[src/rtl/cluster_chunk_sched.sv]
// Chunk scheduler for the compute cluster in channel-padding mode.
// Meters upstream beats into double-buffered IFM/filter chunk stores, launches
// chunk computes as banks fill, and sweeps the CU output buffers out at job end.
module cluster_chunk_sched #(
   parameter int unsigned CU_NUM = 8,
   parameter int unsigned WR_CYC = 4,
   parameter int unsigned CNT_W  = 16
) (
   input  logic                      clk_i,
   input  logic                      rst_i,
   input  logic                      start_i,
   input  logic [CNT_W-1:0]          chunk_num_i,
   output logic                      busy_o,
   output logic                      done_o,
   input  logic                      src_valid_i,
   output logic                      src_ready_o,
   output logic                      ifm_chunk_wr_valid_o,
   output logic [$clog2(WR_CYC)-1:0] ifm_chunk_wr_count_o,
   output logic                      ifm_chunk_wr_sel_o,
   output logic                      fil_chunk_wr_valid_o,
   output logic [$clog2(WR_CYC)-1:0] fil_chunk_wr_count_o,
   output logic                      fil_chunk_wr_sel_o,
   output logic [CU_NUM-1:0]         fil_chunk_cu_wr_sel_o,
   output logic                      ifm_chunk_rd_sel_o,
   output logic                      fil_chunk_rd_sel_o,
   output logic                      total_chunk_start_o,
   output logic                      run_valid_o,
   input  logic                      total_chunk_end_i,
   output logic [$clog2(CU_NUM)-1:0] com_unit_out_buf_sel_o,
   output logic                      out_valid_o,
   input  logic                      out_ready_i,
   output logic                      out_last_o
);

   localparam int unsigned BeatW = $clog2(WR_CYC);
   localparam int unsigned SelW  = $clog2(CU_NUM);

   typedef enum logic [1:0] {StIdle, StActive, StDrain} state_e;

   state_e            state_q, state_d;
   logic [CNT_W-1:0]  chunk_num_q, chunk_num_d;
   logic [CNT_W-1:0]  load_cnt_q, load_cnt_d;
   logic [CNT_W-1:0]  comp_cnt_q, comp_cnt_d;
   logic              wr_bank_q, wr_bank_d;
   logic              rd_bank_q, rd_bank_d;
   logic [1:0]        full_q, full_d;
   logic              ifm_phase_q, ifm_phase_d;
   logic [SelW-1:0]   cu_idx_q, cu_idx_d;
   logic [BeatW-1:0]  beat_cnt_q, beat_cnt_d;
   logic              run_q, run_d;
   logic              start_q, start_d;
   logic [SelW-1:0]   out_sel_q, out_sel_d;
   logic              done_q, done_d;

   logic              beat_acc;
   logic              beat_wrap;
   logic              last_beat;
   logic              comp_end;

   assign src_ready_o = (state_q == StActive) && (load_cnt_q < chunk_num_q) && !full_q[wr_bank_q];
   assign beat_acc    = src_valid_i && src_ready_o;
   assign beat_wrap   = beat_cnt_q == BeatW'(WR_CYC - 1);
   assign last_beat   = beat_acc && beat_wrap && !ifm_phase_q && (cu_idx_q == SelW'(CU_NUM - 1));
   // End is only meaningful while a chunk compute is running.
   assign comp_end    = run_q && total_chunk_end_i;

   // Write strobes follow the accepted beat with no register stage.
   assign ifm_chunk_wr_valid_o  = beat_acc && ifm_phase_q;
   assign fil_chunk_wr_valid_o  = beat_acc && !ifm_phase_q;
   assign ifm_chunk_wr_count_o  = beat_cnt_q;
   assign fil_chunk_wr_count_o  = beat_cnt_q;
   assign ifm_chunk_wr_sel_o    = wr_bank_q;
   assign fil_chunk_wr_sel_o    = wr_bank_q;
   assign fil_chunk_cu_wr_sel_o = ifm_phase_q ? '0 : (CU_NUM'(1) << cu_idx_q);

   assign ifm_chunk_rd_sel_o     = rd_bank_q;
   assign fil_chunk_rd_sel_o     = rd_bank_q;
   assign total_chunk_start_o    = start_q;
   assign run_valid_o            = run_q;
   assign busy_o                 = state_q != StIdle;
   assign done_o                 = done_q;
   assign out_valid_o            = state_q == StDrain;
   assign com_unit_out_buf_sel_o = out_sel_q;
   assign out_last_o             = (state_q == StDrain) && (out_sel_q == SelW'(CU_NUM - 1));

   // State register with synchronous reset.
   always_ff @(posedge clk_i) begin
      if (rst_i) begin
         state_q     <= StIdle;
         chunk_num_q <= '0;
         load_cnt_q  <= '0;
         comp_cnt_q  <= '0;
         wr_bank_q   <= 1'b0;
         rd_bank_q   <= 1'b0;
         full_q      <= 2'b00;
         ifm_phase_q <= 1'b1;
         cu_idx_q    <= '0;
         beat_cnt_q  <= '0;
         run_q       <= 1'b0;
         start_q     <= 1'b0;
         out_sel_q   <= '0;
         done_q      <= 1'b0;
      end else begin
         state_q     <= state_d;
         chunk_num_q <= chunk_num_d;
         load_cnt_q  <= load_cnt_d;
         comp_cnt_q  <= comp_cnt_d;
         wr_bank_q   <= wr_bank_d;
         rd_bank_q   <= rd_bank_d;
         full_q      <= full_d;
         ifm_phase_q <= ifm_phase_d;
         cu_idx_q    <= cu_idx_d;
         beat_cnt_q  <= beat_cnt_d;
         run_q       <= run_d;
         start_q     <= start_d;
         out_sel_q   <= out_sel_d;
         done_q      <= done_d;
      end
   end

   // Next-state: job control, loader beat index, bank bookkeeping, compute launch, drain.
   always_comb begin
      state_d     = state_q;
      chunk_num_d = chunk_num_q;
      load_cnt_d  = load_cnt_q;
      comp_cnt_d  = comp_cnt_q;
      wr_bank_d   = wr_bank_q;
      rd_bank_d   = rd_bank_q;
      full_d      = full_q;
      ifm_phase_d = ifm_phase_q;
      cu_idx_d    = cu_idx_q;
      beat_cnt_d  = beat_cnt_q;
      run_d       = run_q;
      start_d     = 1'b0;
      out_sel_d   = out_sel_q;
      done_d      = 1'b0;

      case (state_q)
         StIdle: begin
            if (start_i) begin
               chunk_num_d = chunk_num_i;
               load_cnt_d  = '0;
               comp_cnt_d  = '0;
               wr_bank_d   = 1'b0;
               rd_bank_d   = 1'b0;
               full_d      = 2'b00;
               ifm_phase_d = 1'b1;
               cu_idx_d    = '0;
               beat_cnt_d  = '0;
               out_sel_d   = '0;
               if (chunk_num_i == '0) begin
                  done_d = 1'b1;
               end else begin
                  state_d = StActive;
               end
            end
         end

         StActive: begin
            // Beat order: IFM beats, then one beat group per CU.
            if (beat_acc) begin
               if (beat_wrap) begin
                  beat_cnt_d = '0;
                  if (ifm_phase_q) begin
                     ifm_phase_d = 1'b0;
                     cu_idx_d    = '0;
                  end else if (cu_idx_q == SelW'(CU_NUM - 1)) begin
                     ifm_phase_d = 1'b1;
                     cu_idx_d    = '0;
                  end else begin
                     cu_idx_d = cu_idx_q + 1'b1;
                  end
               end else begin
                  beat_cnt_d = beat_cnt_q + 1'b1;
               end
            end

            if (last_beat) begin
               full_d[wr_bank_q] = 1'b1;
               wr_bank_d         = ~wr_bank_q;
               load_cnt_d        = load_cnt_q + 1'b1;
            end

            // The running bank is still full, so set and clear never hit the same bank.
            if (comp_end) begin
               full_d[rd_bank_q] = 1'b0;
               rd_bank_d         = ~rd_bank_q;
               comp_cnt_d        = comp_cnt_q + 1'b1;
               run_d             = 1'b0;
            end

            // Launch looks at next-state bank flags so a just-filled bank starts next cycle.
            if ((!run_q || comp_end) && full_d[rd_bank_d] && (comp_cnt_d < chunk_num_q)) begin
               start_d = 1'b1;
               run_d   = 1'b1;
            end

            if (comp_end && (comp_cnt_d == chunk_num_q)) begin
               state_d   = StDrain;
               out_sel_d = '0;
            end
         end

         StDrain: begin
            if (out_ready_i) begin
               if (out_sel_q == SelW'(CU_NUM - 1)) begin
                  state_d   = StIdle;
                  out_sel_d = '0;
                  done_d    = 1'b1;
               end else begin
                  out_sel_d = out_sel_q + 1'b1;
               end
            end
         end

         default: state_d = StIdle;
      endcase
   end

endmodule

[config.mk]
export PLATFORM = sky130hd
export DESIGN_NAME = cluster_chunk_sched
export DESIGN_NICKNAME = d
export VERILOG_FILES = /design/src/rtl/cluster_chunk_sched.sv
export SDC_FILE = /design/constraint.sdc
export NUM_CORES = 1
export LEC_CHECK = 0
export ABC_AREA = 1
export BUFFER_PORTS_ARGS = -buffer_cell sky130_fd_sc_hd__buf_2
export CAP_MARGIN = 20
export CELL_PAD_IN_SITES_DETAIL_PLACEMENT = 1
export CELL_PAD_IN_SITES_GLOBAL_PLACEMENT = 1
export CORE_UTILIZATION = 42
export DETAILED_ROUTE_END_ITERATION = 7
export PLACE_DENSITY_LB_ADDON = 0.1
export SLEW_MARGIN = 20
export SYNTH_ARGS = -nofsm -noshare
export SYNTH_HDL_FRONTEND = slang
export SYNTH_SLANG_ARGS = --single-unit
export TNS_END_PERCENT = 100
[constraint.sdc]
create_clock -name clk_i -period 3.3 [get_ports clk_i]
set_input_delay 0.165 -clock clk_i [delete_from_list [all_inputs] [get_ports clk_i]]
set_output_delay 0.165 -clock clk_i [all_outputs]
set_load 0.02 [all_outputs]
==> reports/summary.md, run 1 <==
The clock sink total is 66, and the power per cell area is 526 nW/um^2. The final max-slew violation count was 0. The global-route wire length before repair is 20.4 mm, and the share of cells above drive strength 1 is 0.155. For this run, the number of Yosys warnings is 0. The worst path in the final design needs a cycle of 3.07 ns, including I/O delays and setup. In this run the worst setup path begins at run_valid_o. After detailed routing, the number of remaining DRC violations is 0. The number of different library cells used by synthesis comes to 36. Prior to clock tree synthesis, the placed netlist has a worst setup slack of 0.0509 ns.

Port buffering added 49 buffers. The total global-route track usage was 0.254; the post-route fraction of the period consumed by the critical path was 0.931. The detailed router put a total of 5.60 mm of wire on met1. The final wirelength is 12.4 mm. The end point of the critical path is com_unit_out_buf_sel_o[0]. Via count: 4,143. TritonCTS built the clock tree.

After floorplanning, the core was sized to cover 9820 sq um. The final cell utilization of the core is 0.499. In this run the static leakage power is 2.29 nW.

The worst setup path is of the flop to flop kind. In the detailed route, the total length drawn on met3 is 255 microns. The fill cell instance count of the final layout is 1,352. 50 I/O pins were placed. Cell type with the highest aggregate area in the netlist: sky130_fd_sc_hd__dfxtp_1. Relative to the synthesized area, the layout overhead comes to 14.7%. The slowest stage of the critical path is the sky130_fd_sc_hd__dfxtp_4 cell.

The initial antenna violation count is 0. The cell type with the highest occurrence count on the critical path is sky130_fd_sc_hd__nor2_4. Setup violations remaining at the end of the flow were counted as 0.

The total non-filler cell area in the finished layout came out at 4900 sq um. In this run the horizontal extent of the chip is 103 microns. Floorplan die area: 10,600 sq um. Each instance of the synthesized netlist takes up on average 6.97 sq um.

The run gives 4,232 as the via count of the first global-routing pass. The buffer levels on the longest clock path was 2. The congestion estimate from routability-driven global placement came to 0.860.

The depth of the CTS H-tree is 3, and the detailed placer's ending HPWL is 9.41 mm. The fraction of post-synthesis cell area in the top cell type by area works out to 0.309. STA classifies the critical path endpoint as a flop.

On the worst path, the slowest cell contributes a delay of 0.37 ns. Summing all placed instances gives a cell area of 4630 sq um. The repair_antennas step left the layout with diodes totalling 0.

The worst hold-check path type is input port to flop. The fraction of the yosys area taken by sequential cells was 0.309; the transition time at the pin with the least slew margin was 0.628 ns. Clock latency on the worst-skew pair, taken at its later pin, is 0.36 ns.

Number of cells on the worst reg-to-reg path: 21. The starting utilization of the core area came out at 0.435. Clock-pin slew was measured on the worst setup and hold paths at 0.08 ns. Derived from the worst setup path, the maximum achievable clock frequency is 0.326 GHz. Max-cap violations in this run came to 0. By area the synthesized netlist is led by sky130_fd_sc_hd__dfxtp_1 31%, sky130_fd_sc_hd__nand2_1 13%, sky130_fd_sc_hd__ha_1 12%.

In this run the critical register-to-register path is launched from run_valid_o. Clock skew on the completed layout was measured at 0.0115 ns. Using the TritonRoute via totals, the vias-per-cell ratio works out to 5.17. The tools report the relative slew slack as 0.581. The routed length on met2 was 6.38 mm; the total iterations of the first detailed-routing run was 4. In this run the top signal layer used is met4. The final number of hold-violating endpoints was 0; the multi-input logic area was 2530 sq um. At the worst endpoint, the required time is 3.56 ns. The worst register-to-register path has a setup slack of 0.23 ns. The floorplan has 36 rows. After the first detailed-routing iteration, the DRC count stood at 91.

Walking the worst path, the cells encountered are nand2_4 -> inv_6 -> nand2_4 -> nor2_4 -> inv_2 -> nor2_4 -> nand3_2 -> nor2_4 -> nand4_4 -> nor2_4 -> xor2_2 -> ha_1 -> nand2_1 -> inv_1 -> nand4_1 -> nor4_4 -> nor2_2 -> a211oi_2 -> buf_4 -> o21ai_0 -> o211a_1. Number of standard cells after synthesis: 613. The flow ran to the end, and the final reports show no timing, DRC or antenna violations. The largest net degree at the start of global routing was 34. TritonCTS created 9 clock buffers. After synthesis the cells add up to 4270 sq um. The capturing point of the worst reg2reg path was com_unit_out_buf_sel_o[0]. The tools report the startpoint type of the worst setup path as a flop. Worst-case vdd ir drop: 0.359 mV.

After detailed routing, the average wire length per cell comes to 15.4 microns. The maximum fanout along the worst path is 6. The final layout contains 728 nets. The run gives 3.33 ns as the worst endpoint data arrival time. Synthesis produced a netlist with a net count of 677. In this run the remaining antenna-violating nets after routing total 0. After synthesis the netlist holds a flip-flop and latch count of 66. The logs give 0.229 ns for the post-layout worst setup margin and 1330 sq um for the area of all sequential standard cells. CTS placed an instance of sky130_fd_sc_hd__clkbuf_8 at the clock tree root.

Summed over all layers, the global routing overflow is 0. In this run the vertical extent of the chip is 103 microns.
## power breakdown
group / internal (mW) / switching (mW)
registers: 0.878 / 0.0635
logic: 0.275 / 0.691
clock network: 0.316 / 0.354
## how the worst min path moves through the flow
stage	from	endpoint	slack, ns	depth (start not counted)
finish	chunk_num_i[12]	chunk_num_q[12]	0.05	3
floorplan	chunk_num_i[1]	chunk_num_q[1]	0.31	2
global placement	chunk_num_i[12]	chunk_num_q[12]	0.42	3
detailed placement	chunk_num_i[12]	chunk_num_q[12]	0.42	3
global route	chunk_num_i[12]	chunk_num_q[12]	0.06	3
CTS	chunk_num_i[12]	chunk_num_q[12]	0.04	3
## synthesized netlist by cell type
library cell,number
sky130_fd_sc_hd__nand2_1,143
sky130_fd_sc_hd__inv_1,90
sky130_fd_sc_hd__a21oi_1,73
sky130_fd_sc_hd__dfxtp_1,66
sky130_fd_sc_hd__nor2_1,46
sky130_fd_sc_hd__ha_1,42
sky130_fd_sc_hd__o21ai_0,26
sky130_fd_sc_hd__xor2_1,20
sky130_fd_sc_hd__nand3_1,19
sky130_fd_sc_hd__nor3_1,17
sky130_fd_sc_hd__nand4_1,14
sky130_fd_sc_hd__clkbuf_1,12
sky130_fd_sc_hd__nor2_4,5
sky130_fd_sc_hd__buf_4,4
sky130_fd_sc_hd__nor4_1,4
sky130_fd_sc_hd__nand3b_1,3
sky130_fd_sc_hd__xnor2_1,3
sky130_fd_sc_hd__a211oi_1,2
sky130_fd_sc_hd__buf_2,2
sky130_fd_sc_hd__buf_6,2
sky130_fd_sc_hd__inv_2,2
sky130_fd_sc_hd__nand2_4,2
sky130_fd_sc_hd__nand3_2,2
sky130_fd_sc_hd__o211ai_1,2
sky130_fd_sc_hd__a21oi_2,1
sky130_fd_sc_hd__a22oi_1,1
sky130_fd_sc_hd__clkinv_2,1
sky130_fd_sc_hd__nand2_2,1
sky130_fd_sc_hd__nand4_2,1
sky130_fd_sc_hd__nand4_4,1
sky130_fd_sc_hd__nor2_2,1
sky130_fd_sc_hd__o2111a_1,1
sky130_fd_sc_hd__o2111ai_1,1
sky130_fd_sc_hd__o211a_1,1
sky130_fd_sc_hd__or2_2,1
sky130_fd_sc_hd__xor2_2,1
## area by class of cell
cell class / count / share of cell area
clock inverters: 5 / 0.00766
clock buffers: 11 / 0.0309
flip-flops and latches: 66 / 0.272
multi-input cells: 434 / 0.517
inverters: 93 / 0.0723
well taps: 133 / 0.0340
repair buffers: 60 / 0.0669
## stage by stage
stage | hold slack (ns) | TNS [ns] | instances | power, mW
2_1_floorplan | 0.313 | 0 | 613 | 1.59
3_3_place_gp | 0.419 | 0 | 782 | 1.88
5_1_grt | 0.0628 | -0.0505 | 802 | 2.77
3_5_place_dp | 0.423 | 0 | 782 | 1.91
6_report | 0.0515 | 0 | 802 | 2.58
4_1_cts | 0.0419 | 0 | 798 | 2.59
## what timing repair did
action	in CTS	in global routing
hold buffers	0	0
setup endpoints to repair	0	4
buffers inserted	0	4
gates resized for setup	0	14
## state kept, by name, summed over array words and instances, names as in the netlist, 2 cells and up
name	cells
load_cnt_q	16
comp_cnt_q	16
cu_idx_q	3
full_q	2
com_unit_out_buf_sel_o	3
state_q	2
chunk_num_q	16
fil_chunk_wr_count_o	2
## cells in the final DEF (no fill, tap or decap), types with 17 or more instances in the layout
master                    Yosys  final
sky130_fd_sc_hd__nor3_1      17     17
sky130_fd_sc_hd__inv_1       90     90
sky130_fd_sc_hd__xor2_1      20     20
sky130_fd_sc_hd__nand3_1     19     19
sky130_fd_sc_hd__dfxtp_1     66     63
sky130_fd_sc_hd__buf_2        2     49
sky130_fd_sc_hd__ha_1        42     42
sky130_fd_sc_hd__nand2_1    143    143
sky130_fd_sc_hd__nor2_1      46     43
sky130_fd_sc_hd__a21oi_1     73     73
sky130_fd_sc_hd__o21ai_0     26     26
## critical path, delay by kind of cell, from the launching register on
kind | cells | cell delay [ns]
AO/OA/AOI/OAI | 3 | 0.35
flip-flops | 1 | 0.37
AND/OR/NAND/NOR | 12 | 1.51
buffers and inverters | 4 | 0.36
XOR/XNOR | 1 | 0.08
adder cells (fa/ha/maj) | 1 | 0.30
## cell families after synthesis
logic type | Yosys count | share of synthesized area
simple gates | 260 | 0.275
buf+inv | 113 | 0.107
fa+ha+maj | 42 | 0.123
compound gates | 108 | 0.134
flops | 66 | 0.309
xor+xnor | 24 | 0.0510
## metal layers
layer | track usage | up-vias
met1 | 0.306 | 2003
met4 | 0.0704 | 0
met2 | 0.466 | 50
met5 | 0 | -
li1 | - | 2076
met3 | 0.0393 | 14
No activity file was read; power rests on OpenSTA's default activity.
==> run 2, diff against run 1 <==
--- a/config.mk
+++ b/config.mk
@@ -12,7 +12,9 @@
 export CELL_PAD_IN_SITES_GLOBAL_PLACEMENT = 1
 export CORE_UTILIZATION = 42
 export DETAILED_ROUTE_END_ITERATION = 7
+export MAX_ROUTING_LAYER = met4
 export PLACE_DENSITY_LB_ADDON = 0.1
+export RECOVER_POWER = 100
 export SLEW_MARGIN = 20
 export SYNTH_ARGS = -nofsm -noshare
 export SYNTH_HDL_FRONTEND = slang
==> reports/summary.md, run 2 (synthesis results as in run 1) <==
Final routed wire length divided by cell count: 15.4 microns (-0.39%). The run gives 3.34 ns (about the same) as the worst endpoint data arrival time. The logs give 0.261 (+0.00708) for the total global-route track usage and 4,133 (-0.24%) for the via count.

The number of violations of the max-capacitance limit is 0 (unchanged). The tools report the total overflow reported by the global router as 0 (unchanged). The min-delay analysis places its worst path in the category input port to flop.

Total iterations of the first detailed-routing run: 4 (unchanged). Register-to-register setup slack: 0.23 ns (about the same). The detailed-route vias per instance is 5.15 (-0.24%), and the post-layout minimum cycle time is 3.07 ns (+0.00343 ns).

The run gives 10,600 sq um (unchanged) as the floorplan die area. The tools report the largest net degree at the start of global routing as 34 (unchanged). For hold timing, the worst endpoint is chunk_num_q[12]. The tools report the reported leakage power as 2.17 nW (-5.3%). The transition time at the pin with the least slew margin is 1.22 ns (+0.594 ns).

The worst register-to-register path ends at com_unit_out_buf_sel_o[0]. The final max-slew violation count is 0 (unchanged). The count of final setup violators came out at 0 (unchanged). The share of cells above drive strength 1 was 0.108 (-0.0478); the starting utilization of the core area was 0.435 (unchanged). Number of top-level pins: 50 (unchanged). The post-route fraction of the period consumed by the critical path is 0.932 (+0.00104), and the final wirelength is 12.3 mm (-0.39%). The detailed placer's ending HPWL is 9.41 mm (unchanged), and the power per cell area is 528 nW/um^2 (+0.28%).

Final antenna-violating net count: 0 (unchanged). The standard-cell row count was 36 (unchanged); the buffer levels on the longest clock path was 2 (unchanged). The relative slew slack is 0.186 (-0.395), and the global-route wire length before repair is 20.4 mm (about the same). Cell at the root of the clock tree: sky130_fd_sc_hd__clkbuf_8.

The tools report the worst hold-check slack as 0.0501 ns (-0.00145 ns). STA classifies the critical path endpoint as a flop. The startpoint type of the worst setup path was a flop. The worst-case clock skew came out at 0.0118 ns (+0.000316 ns). The run gives 0.325 GHz (-0.11%) as the maximum clock frequency.

Depth of the CTS H-tree: 3 (unchanged). The critical path in this run is classified as flop to flop. The tools report the via count of the first global-routing pass as 4,232 (unchanged).

The logs give 0 (unchanged) for the DRC violation count after routing and 728 (unchanged) for the number of nets at the end of the flow. In this run the most critical hold path is launched from chunk_num_i[12]. The run finished with clean final reports. TritonCTS built the clock tree. The largest registers in the layout are chunk_num_q: 16 flops, comp_cnt_q: 16 flops, load_cnt_q: 16 flops. The number of cells on the worst reg-to-reg path is 21 (unchanged), and the cell count of the worst hold path is 3 (unchanged). The number of input and output port buffers inserted came out at 49 (unchanged). For the final cell utilization of the core, the log shows 0.493 (-0.00624). Clock sink total: 66 (unchanged).

Compared with the post-synthesis result, the final layout area differs by 13.3%. The worst register-to-register path begins at run_valid_o. The clock latency of the later-clocked register in the worst-skew pair was 0.36 ns (about the same). For the standard cell core area, the log shows 9820 sq um (unchanged). The final number of hold-violating endpoints is 0 (unchanged).

The library cells used most frequently in the layout, excluding fill and tap cells, are 143 x sky130_fd_sc_hd__nand2_1, 90 x sky130_fd_sc_hd__inv_1, 73 x sky130_fd_sc_hd__a21oi_1. The CTS buffer count was 9 (unchanged). The violation count after the first detailed-route iteration is 90 (-1.1%). The tools report the critical path data required time as 3.56 ns (about the same).

Register clock-pin slew on the reported worst setup and hold paths: 0.08 ns (about the same). Commonest non-fill, non-tap cell in the layout: sky130_fd_sc_hd__nand2_1. The die span in x came out at 103 microns (unchanged). The routability-driven placement congestion ratio came out at 0.874 (+1.6%).

The worst-case vdd ir drop is 0.358 mV (-0.19%). Maximum fanout along the worst path: 6 (unchanged). The initial antenna violation count was 0 (unchanged); the die height was 103 microns (unchanged). The diode insertion count for antenna repair came out at 0 (unchanged).
[run 2: worst max-delay path by stage]
stage	from	endpoint	slack [ns]	cells past startpoint
final	run_valid_o	com_unit_out_buf_sel_o[0]	0.23	21
after global routing	comp_cnt_q[0]	com_unit_out_buf_sel_o[0]	-0.02	18
after CTS	comp_cnt_q[0]	com_unit_out_buf_sel_o[0]	0.01	18
after detailed placement	comp_cnt_q[0]	com_unit_out_buf_sel_o[0]	0.05	18
after global placement	comp_cnt_q[0]	com_unit_out_buf_sel_o[0]	0.25	18
after floorplan	run_valid_o	com_unit_out_buf_sel_o[0]	0.30	19
[run 2: what timing repair did]
action                     4_1_cts  5_1_grt
setup endpoints to repair        0        4
gates resized for setup          0       14
hold buffers                     0        0
buffers inserted                 0        4
[run 2: critical path, cell delays in order (launching register included)]
cell and delay (ns):
sky130_fd_sc_hd__dfxtp_4 0.37, sky130_fd_sc_hd__nand2_4 0.08, sky130_fd_sc_hd__inv_6 0.09, sky130_fd_sc_hd__nand2_4 0.06, sky130_fd_sc_hd__nor2_4 0.09, sky130_fd_sc_hd__inv_2 0.05
sky130_fd_sc_hd__nor2_4 0.14, sky130_fd_sc_hd__nand3_2 0.11, sky130_fd_sc_hd__nor2_4 0.15, sky130_fd_sc_hd__nand4_4 0.12, sky130_fd_sc_hd__nor2_4 0.13, sky130_fd_sc_hd__xor2_2 0.08
sky130_fd_sc_hd__ha_1 0.30, sky130_fd_sc_hd__nand2_1 0.06, sky130_fd_sc_hd__inv_1 0.07, sky130_fd_sc_hd__nand4_1 0.18, sky130_fd_sc_hd__nor4_4 0.31, sky130_fd_sc_hd__nor2_2 0.09
sky130_fd_sc_hd__a211oi_2 0.15, sky130_fd_sc_hd__buf_4 0.16, sky130_fd_sc_hd__o21ai_0 0.09, sky130_fd_sc_hd__o211a_1 0.11
[run 2: final cells by class]
cell class / count / area (sq um)
Fill cell: 1371 / 4980
Tap cell: 133 / 166
Timing Repair Buffer: 60 / 288
Clock buffer: 11 / 151
Clock inverter: 5 / 37.5
Multi-Input combinational cell: 434 / 2510
Inverter: 93 / 354
Sequential cell: 66 / 1330
[run 2: per-layer routing]
metal	vias to the layer above	share of wire	global-route usage
met1	1994	0.45	0.305
met2	43	0.52	0.466
met3	16	0.018	0.0353
li1	2080	-	-
met5	-	0	-
met4	0	0.013	0.0737
[run 2: where the power goes]
part	switching, mW	total, mW	internal [mW]
Combinational	0.684	0.937	0.253
Sequential	0.0640	0.942	0.878
Clock	0.356	0.673	0.316
[run 2: per-stage QoR]
step	setup WS (ns)	setup TNS [ns]	instances	instance area, sq um	total power, mW
floorplan	0.303	0	613	4270	1.59
global placement	0.253	0	782	4630	1.88
global route	-0.0222	-0.0421	802	4840	2.74
detailed placement	0.0509	0	782	4630	1.91
CTS	0.0103	0	798	4820	2.59
finish	0.226	0	802	4840	2.55
